**src/rtl/shift_left_seq_pkg.sv**
```systemverilog
// Shared types and helpers for the sequential left shifter (package shift_pkg).
// The state type and the shift-amount saturation helper live here.
package shift_pkg;

  typedef enum logic [1:0] {
    IDLE  = 2'd0,
    SHIFT = 2'd1,
    DONE  = 2'd2
  } shl_state_t;

  localparam int DEFAULT_WIDTH = 4;

  // A shift of more than the operand width is the same as shifting by the width.
  function automatic int unsigned sat_shamt(input int unsigned shamt, input int unsigned width);
    if (shamt > width) begin
      return width;
    end else begin
      return shamt;
    end
  endfunction

endpackage

```
**src/rtl/shift_left_seq_step.sv**
```systemverilog
// Single-bit left shift step (module shl_step_1bit). The sign_change output
// exists only when SHL_OVF_EN is defined.
module shl_step_1bit #(
  parameter int WIDTH = 4
) (
  input  logic [WIDTH-1:0] wreg_in,
  output logic [WIDTH-1:0] wreg_out,
  output logic             msb_out
`ifdef SHL_OVF_EN
  , output logic           sign_change
`endif
);

  assign wreg_out = {wreg_in[WIDTH-2:0], 1'b0};
  assign msb_out  = wreg_in[WIDTH-1];

`ifdef SHL_OVF_EN
  // Two top bits differing before the shift means the sign bit is about to change.
  assign sign_change = wreg_in[WIDTH-1] ^ wreg_in[WIDTH-2];
`endif

endmodule

```
**src/rtl/shift_left_seq.sv**
```systemverilog
// Multi-cycle logical left shifter: one bit per clock, start/busy/done handshake.
// Define SHL_OVF_EN to add the sticky signed-overflow flag output.
module shift_left_seq
  import shift_pkg::*;
#(
  parameter  int WIDTH = DEFAULT_WIDTH,
  localparam int SHW   = $clog2(WIDTH + 1)
) (
  input  logic             clk,
  input  logic             rst,
  input  logic             start,
  input  logic [WIDTH-1:0] a,
  input  logic [SHW-1:0]   shamt,
  output logic             busy,
  output logic             done,
  output logic [WIDTH-1:0] result,
  output logic             zero_flag,
  output logic             carry_flag
`ifdef SHL_OVF_EN
  , output logic           overflow_flag
`endif
);

  shl_state_t       state;
  logic [WIDTH-1:0] wreg;
  logic [SHW-1:0]   cnt;
  logic [SHW-1:0]   sat_amt;
  logic [WIDTH-1:0] step_out;
  logic             msb_out;
`ifdef SHL_OVF_EN
  logic             sign_chg;
  logic             ovf_acc;
`endif

  shl_step_1bit #(.WIDTH(WIDTH)) u_step (
    .wreg_in  (wreg),
    .wreg_out (step_out),
    .msb_out  (msb_out)
`ifdef SHL_OVF_EN
    , .sign_change (sign_chg)
`endif
  );

  // Saturated shift amount for the operation being requested.
  always_comb begin
    sat_amt = SHW'(sat_shamt(32'(shamt), 32'(WIDTH)));
  end

  // FSM, working register, counter and published result/flag registers.
  always_ff @(posedge clk or posedge rst) begin
    if (rst) begin
      state      <= IDLE;
      wreg       <= {WIDTH{1'b0}};
      cnt        <= {SHW{1'b0}};
      busy       <= 1'b0;
      done       <= 1'b0;
      result     <= {WIDTH{1'b0}};
      zero_flag  <= 1'b0;
      carry_flag <= 1'b0;
`ifdef SHL_OVF_EN
      ovf_acc       <= 1'b0;
      overflow_flag <= 1'b0;
`endif
    end else begin
      case (state)
        IDLE, DONE: begin
          if (start) begin
            wreg <= a;
            cnt  <= sat_amt;
`ifdef SHL_OVF_EN
            ovf_acc <= 1'b0;
`endif
            if (sat_amt == {SHW{1'b0}}) begin
              // Zero-length shift publishes the operand straight away.
              state      <= DONE;
              busy       <= 1'b0;
              done       <= 1'b1;
              result     <= a;
              carry_flag <= 1'b0;
              zero_flag  <= (a == {WIDTH{1'b0}});
`ifdef SHL_OVF_EN
              overflow_flag <= 1'b0;
`endif
            end else begin
              state <= SHIFT;
              busy  <= 1'b1;
              done  <= 1'b0;
            end
          end else begin
            state <= IDLE;
            busy  <= 1'b0;
            done  <= 1'b0;
          end
        end
        SHIFT: begin
          wreg <= step_out;
          cnt  <= cnt - SHW'(1'b1);
`ifdef SHL_OVF_EN
          ovf_acc <= ovf_acc | sign_chg;
`endif
          if (cnt == SHW'(1'b1)) begin
            // Last step: publish the freshly shifted value, not the stale wreg.
            state      <= DONE;
            busy       <= 1'b0;
            done       <= 1'b1;
            result     <= step_out;
            carry_flag <= msb_out;
            zero_flag  <= (step_out == {WIDTH{1'b0}});
`ifdef SHL_OVF_EN
            overflow_flag <= ovf_acc | sign_chg;
`endif
          end else begin
            state <= SHIFT;
            busy  <= 1'b1;
            done  <= 1'b0;
          end
        end
        default: begin
          state <= IDLE;
          busy  <= 1'b0;
          done  <= 1'b0;
        end
      endcase
    end
  end

endmodule
```
**config.mk**
```make
export PLATFORM = sky130hd
export DESIGN_NAME = shift_left_seq
export DESIGN_NICKNAME = d
export VERILOG_FILES = /design/src/rtl/shift_left_seq_pkg.sv /design/src/rtl/shift_left_seq_step.sv /design/src/rtl/shift_left_seq.sv
export SDC_FILE = /design/constraint.sdc
export NUM_CORES = 1
export LEC_CHECK = 0
export CORE_AREA = 2 2 50 52
export DETAILED_ROUTE_END_ITERATION = 7
export DIE_AREA = 0 0 52 54
export GPL_ROUTABILITY_DRIVEN = 1
export PLACE_DENSITY_LB_ADDON = 0.05
export SLEW_MARGIN = 20
export SYNTH_ARGS = -nofsm -noshare
export SYNTH_HDL_FRONTEND = slang
export SYNTH_HIERARCHICAL = 1
export SYNTH_SLANG_ARGS = --single-unit
```
**constraint.sdc**
```tcl
create_clock -name clk -period 2.55 [get_ports clk]
set_input_delay 0.51 -clock clk [delete_from_list [all_inputs] [get_ports clk]]
set_output_delay 0.51 -clock clk [all_outputs]
set_load 0.1 [all_outputs]
```
Word-level counts from Yosys, hierarchy flattened
Cells that the tools add are included.
{ "word_totals": {"regBits": 17, "word_cells": 53} }
{ "classes": {"n_addsub": 1, "n_lt_le_gt_ge": 1, "eq_ne": 6, "muxes": 29, "n_reduce_logical": 8} }
{ "ops": {"columns": ["cell", "n"], "rows": [
  ["4-bit 2-to-1 mux", 4],
  ["4-bit case mux with 2 select lines", 2],
  ["1-bit 2-to-1 mux", 12],
  ["4-bit logical NOT", 2],
  ["1-bit case mux with 2 select lines", 4],
  ["2-bit 2-to-1 mux", 3],
  ["3-bit 2-to-1 mux", 2],
  ["2-bit inequality test (second input constant)", 3],
  ["3-bit case mux with 2 select lines", 1],
  ["2-bit case mux with 2 select lines", 1],
  ["4-bit AND reduction", 1],
  ["3-bit by 1-bit == test with 1-bit output (second input constant)", 1],
  ["3-bit greater-than comparator (second input constant)", 1],
  ["3-bit logical NOT", 1],
  ["3-bit by 1-bit subtractor with 3-bit output (second input constant)", 1],
  ["2-bit by 1-bit == test with 1-bit output (second input constant)", 1],
  ["2-bit == test (second input constant)", 1],
  ["2-bit logical NOT", 1],
  ["2-bit AND reduction", 1],
  ["2-bit nonzero test", 1],
  ["2-bit OR reduction", 1]
]} }

Longest topological paths before layout
{ "logic_depth": {"ltp_word": 6, "depth_mapped": 6, "ltp_nobuf": 5} }

Cells and area by module
Netlist, hierarchy kept.
{ "by_module_without_submodules": {"columns": ["mod", "n_inst", "cells_each", "area_each_um2"], "rows": [
  ["shift_left_seq", 1, 70, 827.0],
  ["shl_step_1bit", 1, 6, 41.3]
]} }

Worst setup path after synthesis
No wires, ideal clock.
{ "synth_timing": {"path_type": "flip-flop to flip-flop", "from": "register state[0]", "to": "register result[0]", "setup_ns": 0.126, "arrival_time_ns": 1.959, "setup_slack_ns": 0.465, "path_stages_with_launch": 5, "path_buffers": 1, "path_cell_list": "dfrtp_1 > nor2b_4 > buf_6 > mux2_4 > mux2_4"} }
{ "synth_between": {"elab_chain_cells": 4, "word_cells_on_any_way": 10, "classes_between": "eq/ne: 5; mux: 1; reduce/logical: 4"} }
{ "synth_rtl": {"columns": ["item", "line", "source"], "rows": [
  ["from (decl)", "shift_left_seq.sv:24", "shl_state_t state;"],
  ["from (signal assigned)", "shift_left_seq.sv:52", "state <= IDLE;"],
  ["from (signal assigned)", "shift_left_seq.sv:75", "state <= DONE;"],
  ["from (signal assigned)", "shift_left_seq.sv:85", "state <= SHIFT;"],
  ["2-bit == test / 2-bit logical NOT (equally long branches)", "shift_left_seq.sv:65", "case (state)"],
  ["2-bit OR reduction", "shift_left_seq.sv:65", null],
  ["2-bit inequality test (no line) / 2-bit nonzero test (equally long branches)", null, null],
  ["4-bit AND reduction (no line)", null, null],
  ["to (signal assigned)", "shift_left_seq.sv:57", "result <= {WIDTH{1'b0}};"],
  ["to (signal assigned)", "shift_left_seq.sv:106", "result <= step_out;"],
  ["to (decl)", "shift_left_seq.sv:16", "output logic [WIDTH-1:0] result,"]
]} }
Parallel ways exist; a longest one is shown, timed or not.
A chain may end at the register's enable or synchronous reset.

Worst setup path in the final report
{ "layout_timing": {"from": "input shamt[0]", "to": "register zero_flag"} }
{ "layout_between": {"elab_chain_cells": 5} }
{ "layout_rtl": {"columns": ["item", "line", "source"], "rows": [
  ["from (decl)", "shift_left_seq.sv:13", "input logic [SHW-1:0] shamt,"],
  ["3-bit greater-than comparator", "shift_left_seq_pkg.sv:15", "if (shamt > width) begin"],
  ["3-bit 2-to-1 mux *", "shift_left_seq_pkg.sv:15", null],
  ["3-bit logical NOT *", "shift_left_seq.sv:73", "if (sat_amt == {SHW{1'b0}}) begin"],
  ["2-bit inequality test (no line) *", null, null],
  ["4-bit AND reduction (no line) *", null, null],
  ["to (signal assigned)", "shift_left_seq.sv:80", "zero_flag <= (a == {WIDTH{1'b0}});"],
  ["to (signal assigned)", "shift_left_seq.sv:108", "zero_flag <= (step_out == {WIDTH{1'b0}});"],
  ["to (decl)", "shift_left_seq.sv:17", "output logic zero_flag,"]
]} }
Every way passes the cells marked *; elsewhere a longest branch is shown, timed or not.

==> impl_metrics.tcl <==
set metrics [dict create \
    die_w_um 52 \
    yosys_warnings 6 \
    design_area_um2 1030 \
    cts_tree "built" \
    synthToLayoutAreaGrowth_pct 18.4 \
    ys_ff_latch 15 \
    fin_setup_tns_ns 0 \
    cts_buffers 3 \
    layout.cells.non_filler 120 \
    wl_per_cell_um 12.5 \
    clk_pin_slew_ns 0.08 \
    synth_nets 88 \
    fin_skew_ns 0.000708 \
    worst_r2r_path_depth 4 \
    start_util_pct 37.4 \
    slew_viol_final 0 \
    min_path_type "register to register" \
    nNetsFinal 103 \
    totalWireLength_um 1490 \
    cts_htree_levels 1 \
    avgSynthCellArea_um2 11.4 \
    cp_max_fo 7 \
    status "completed" \
    layout_min_cycle_time_ns 1.82 \
    insertion_delay_ns 0.27 \
    ctsResizeCount 0 \
    track_usage_pct 13.1 \
    worstPathArrival_ns 1.99 \
    placed_cells 116 \
    placed_area_um2 1000 \
    setup_violations 0 \
    cts.sinks 15 \
    path_class "input port to register" \
    cp-startpoint "shamt[0]" \
    tightest_slew_ns 0.575 \
    post_cts_buffers 0 \
    hold_start "cnt[0]$_DFFE_PP0P_" \
    final_common_cell "dfrtp_1" \
    die-area_um2 2810 \
    rsz0062_at_grt "false" \
    r2r-end "zero_flag$_DFFE_PP0P_" \
    fin_crit_sh_pct 71.4 \
    cp-start-kind "input port" \
    core_area_um2 2320 \
    maxCapViolCount 0 \
    r2r_slack_ns 0.91 \
    fillCellCount 228 \
    antenna_found_initial 0 \
    port_buffers 17 \
    fp-row-count 18 \
    die_h_um 54 \
    remaining_drc_errors 0 \
    final_cell_mix "dfrtp_1 (15), mux2_4 (10), buf_4 (10)" \
    ios 18 \
    max-clock-path-buffers 2 \
    layout-drive-gt1-share_pct 30.0 \
    grt_pass1_vias 555 \
    grt_max_degree 16 \
    seq_area_frac_synth_pct 43.2 \
    r2r_start "state[0]$_DFF_PP0_" \
    gp_congestion 0.730 \
    drt-initial-drc-count 7 \
    cp-endpoint "zero_flag$_DFFE_PP0P_" \
    finalHoldViolCount 0 \
    drtAntennaViolNets 0 \
    max_freq_mhz 549 \
    grt-ovfl-total 0 \
    relSlewSlack_pct 61.6 \
    cp.required_ns 2.72 \
    clockRootBuffer "clkbuf_4" \
    hold_buffers 0 \
    drtPass1Iterations 4 \
    endpoint_kind "register" \
    antennaDiodeCount 0 \
    dpl.hpwl_um 1170 \
    syn_area_um2 868 \
    syn_inst 76 \
    ys_types 27 \
    vias_per_cell 4.63 \
    grt_pass1_wl_um 2590 \
    via_count 555 \
]
[final cells by class]
type                            count  area (µm²)  share of cell area [%]
Multi-Input combinational cell     46         402                    39.1
Sequential cell                    15         375                    36.5
Clock buffer                        4        26.3                    2.55
Inverter                            6        22.5                    2.19
Timing Repair Buffer               19         165                    16.1
Tap cell                           30        37.5                    3.65
[synthesized netlist by cell type, drive strengths merged]
| master | n | area share [%] |
|---|---|---|
| dfrtp | 15 | 43 |
| nor3 | 2 | 1.2 |
| nand3b | 1 | 0.86 |
| a22o | 1 | 1.0 |
| o21ai | 4 | 2.3 |
| and4bb | 1 | 1.4 |
| nand2 | 6 | 2.6 |
| nor4 | 2 | 1.4 |
| buf | 8 | 7.5 |
| nor2b | 3 | 3.3 |
| ha | 2 | 2.9 |
| o211ai | 1 | 0.86 |
| mux2i | 5 | 5.8 |
| clkbuf | 1 | 0.43 |
| conb | 1 | 0.43 |
| o22ai | 1 | 0.72 |
| nand3 | 1 | 0.58 |
| a211oi | 2 | 1.7 |
| nand2b | 1 | 0.72 |
| mux2 | 10 | 17 |
| a21oi | 2 | 1.2 |
| inv | 6 | 2.6 |
[logic make-up (layout without fill, tap and decap cells)]
kind of cell / Yosys count / count (layout) / synth area share (%)
flops: 15 / 15 / 43.2
fa+ha+maj: 2 / 2 / 2.88
compound gates: 11 / 11 / 7.78
simple gates: 17 / 17 / 12.1
buf+inv: 15 / 29 / 10.5
other cells: 1 / 1 / 0.432
mux: 15 / 15 / 23.1
[critical path: stages]
cell and delay (ns):
clkdlybuf4s50_1 0.43, nor3_1 0.28, a22o_1 0.44, mux2_4 0.33
[registers in the layout, summed over array words and instances, names as in the netlist]
signal,flops
result,4
state,1
carry_flag,1
wreg,4
zero_flag,1
cnt,3
done,1
[through the flow]
step | setup WS [ns] | hold slack (ns) | util (%)
floorplan | 0.465 | 0.411 | -
global route | 0.658 | 0.546 | 44.3
CTS | 0.738 | 0.521 | 44.3
detailed placement | 0.438 | 0.507 | 43.2
global placement | 0.468 | 0.502 | 43.2
finish | 0.729 | 0.520 | 44.3
[worst min path at each step]
stage,end,cells after the start
floorplan,carry_flag$_DFFE_PP0P_,1
finish,cnt[0]$_DFFE_PP0P_,1
detailed placement,result[0]$_DFFE_PP0P_,1
global route,result[3]$_DFFE_PP0P_,1
global placement,result[3]$_DFFE_PP0P_,1
CTS,cnt[0]$_DFFE_PP0P_,1
[metal layers]
metal	global-route usage [%]	vias up	part of all wire, %	routed length [µm]
met5	0	-	0	0
met4	3.95	0	0.80	12
met3	5.28	2	7.0	105
met2	18.8	15	42	634
met1	18.0	254	50	741
li1	-	284	-	-
Power is not shown: default switching activity piles up to over one toggle a cycle in this logic, so the estimate is an artifact.
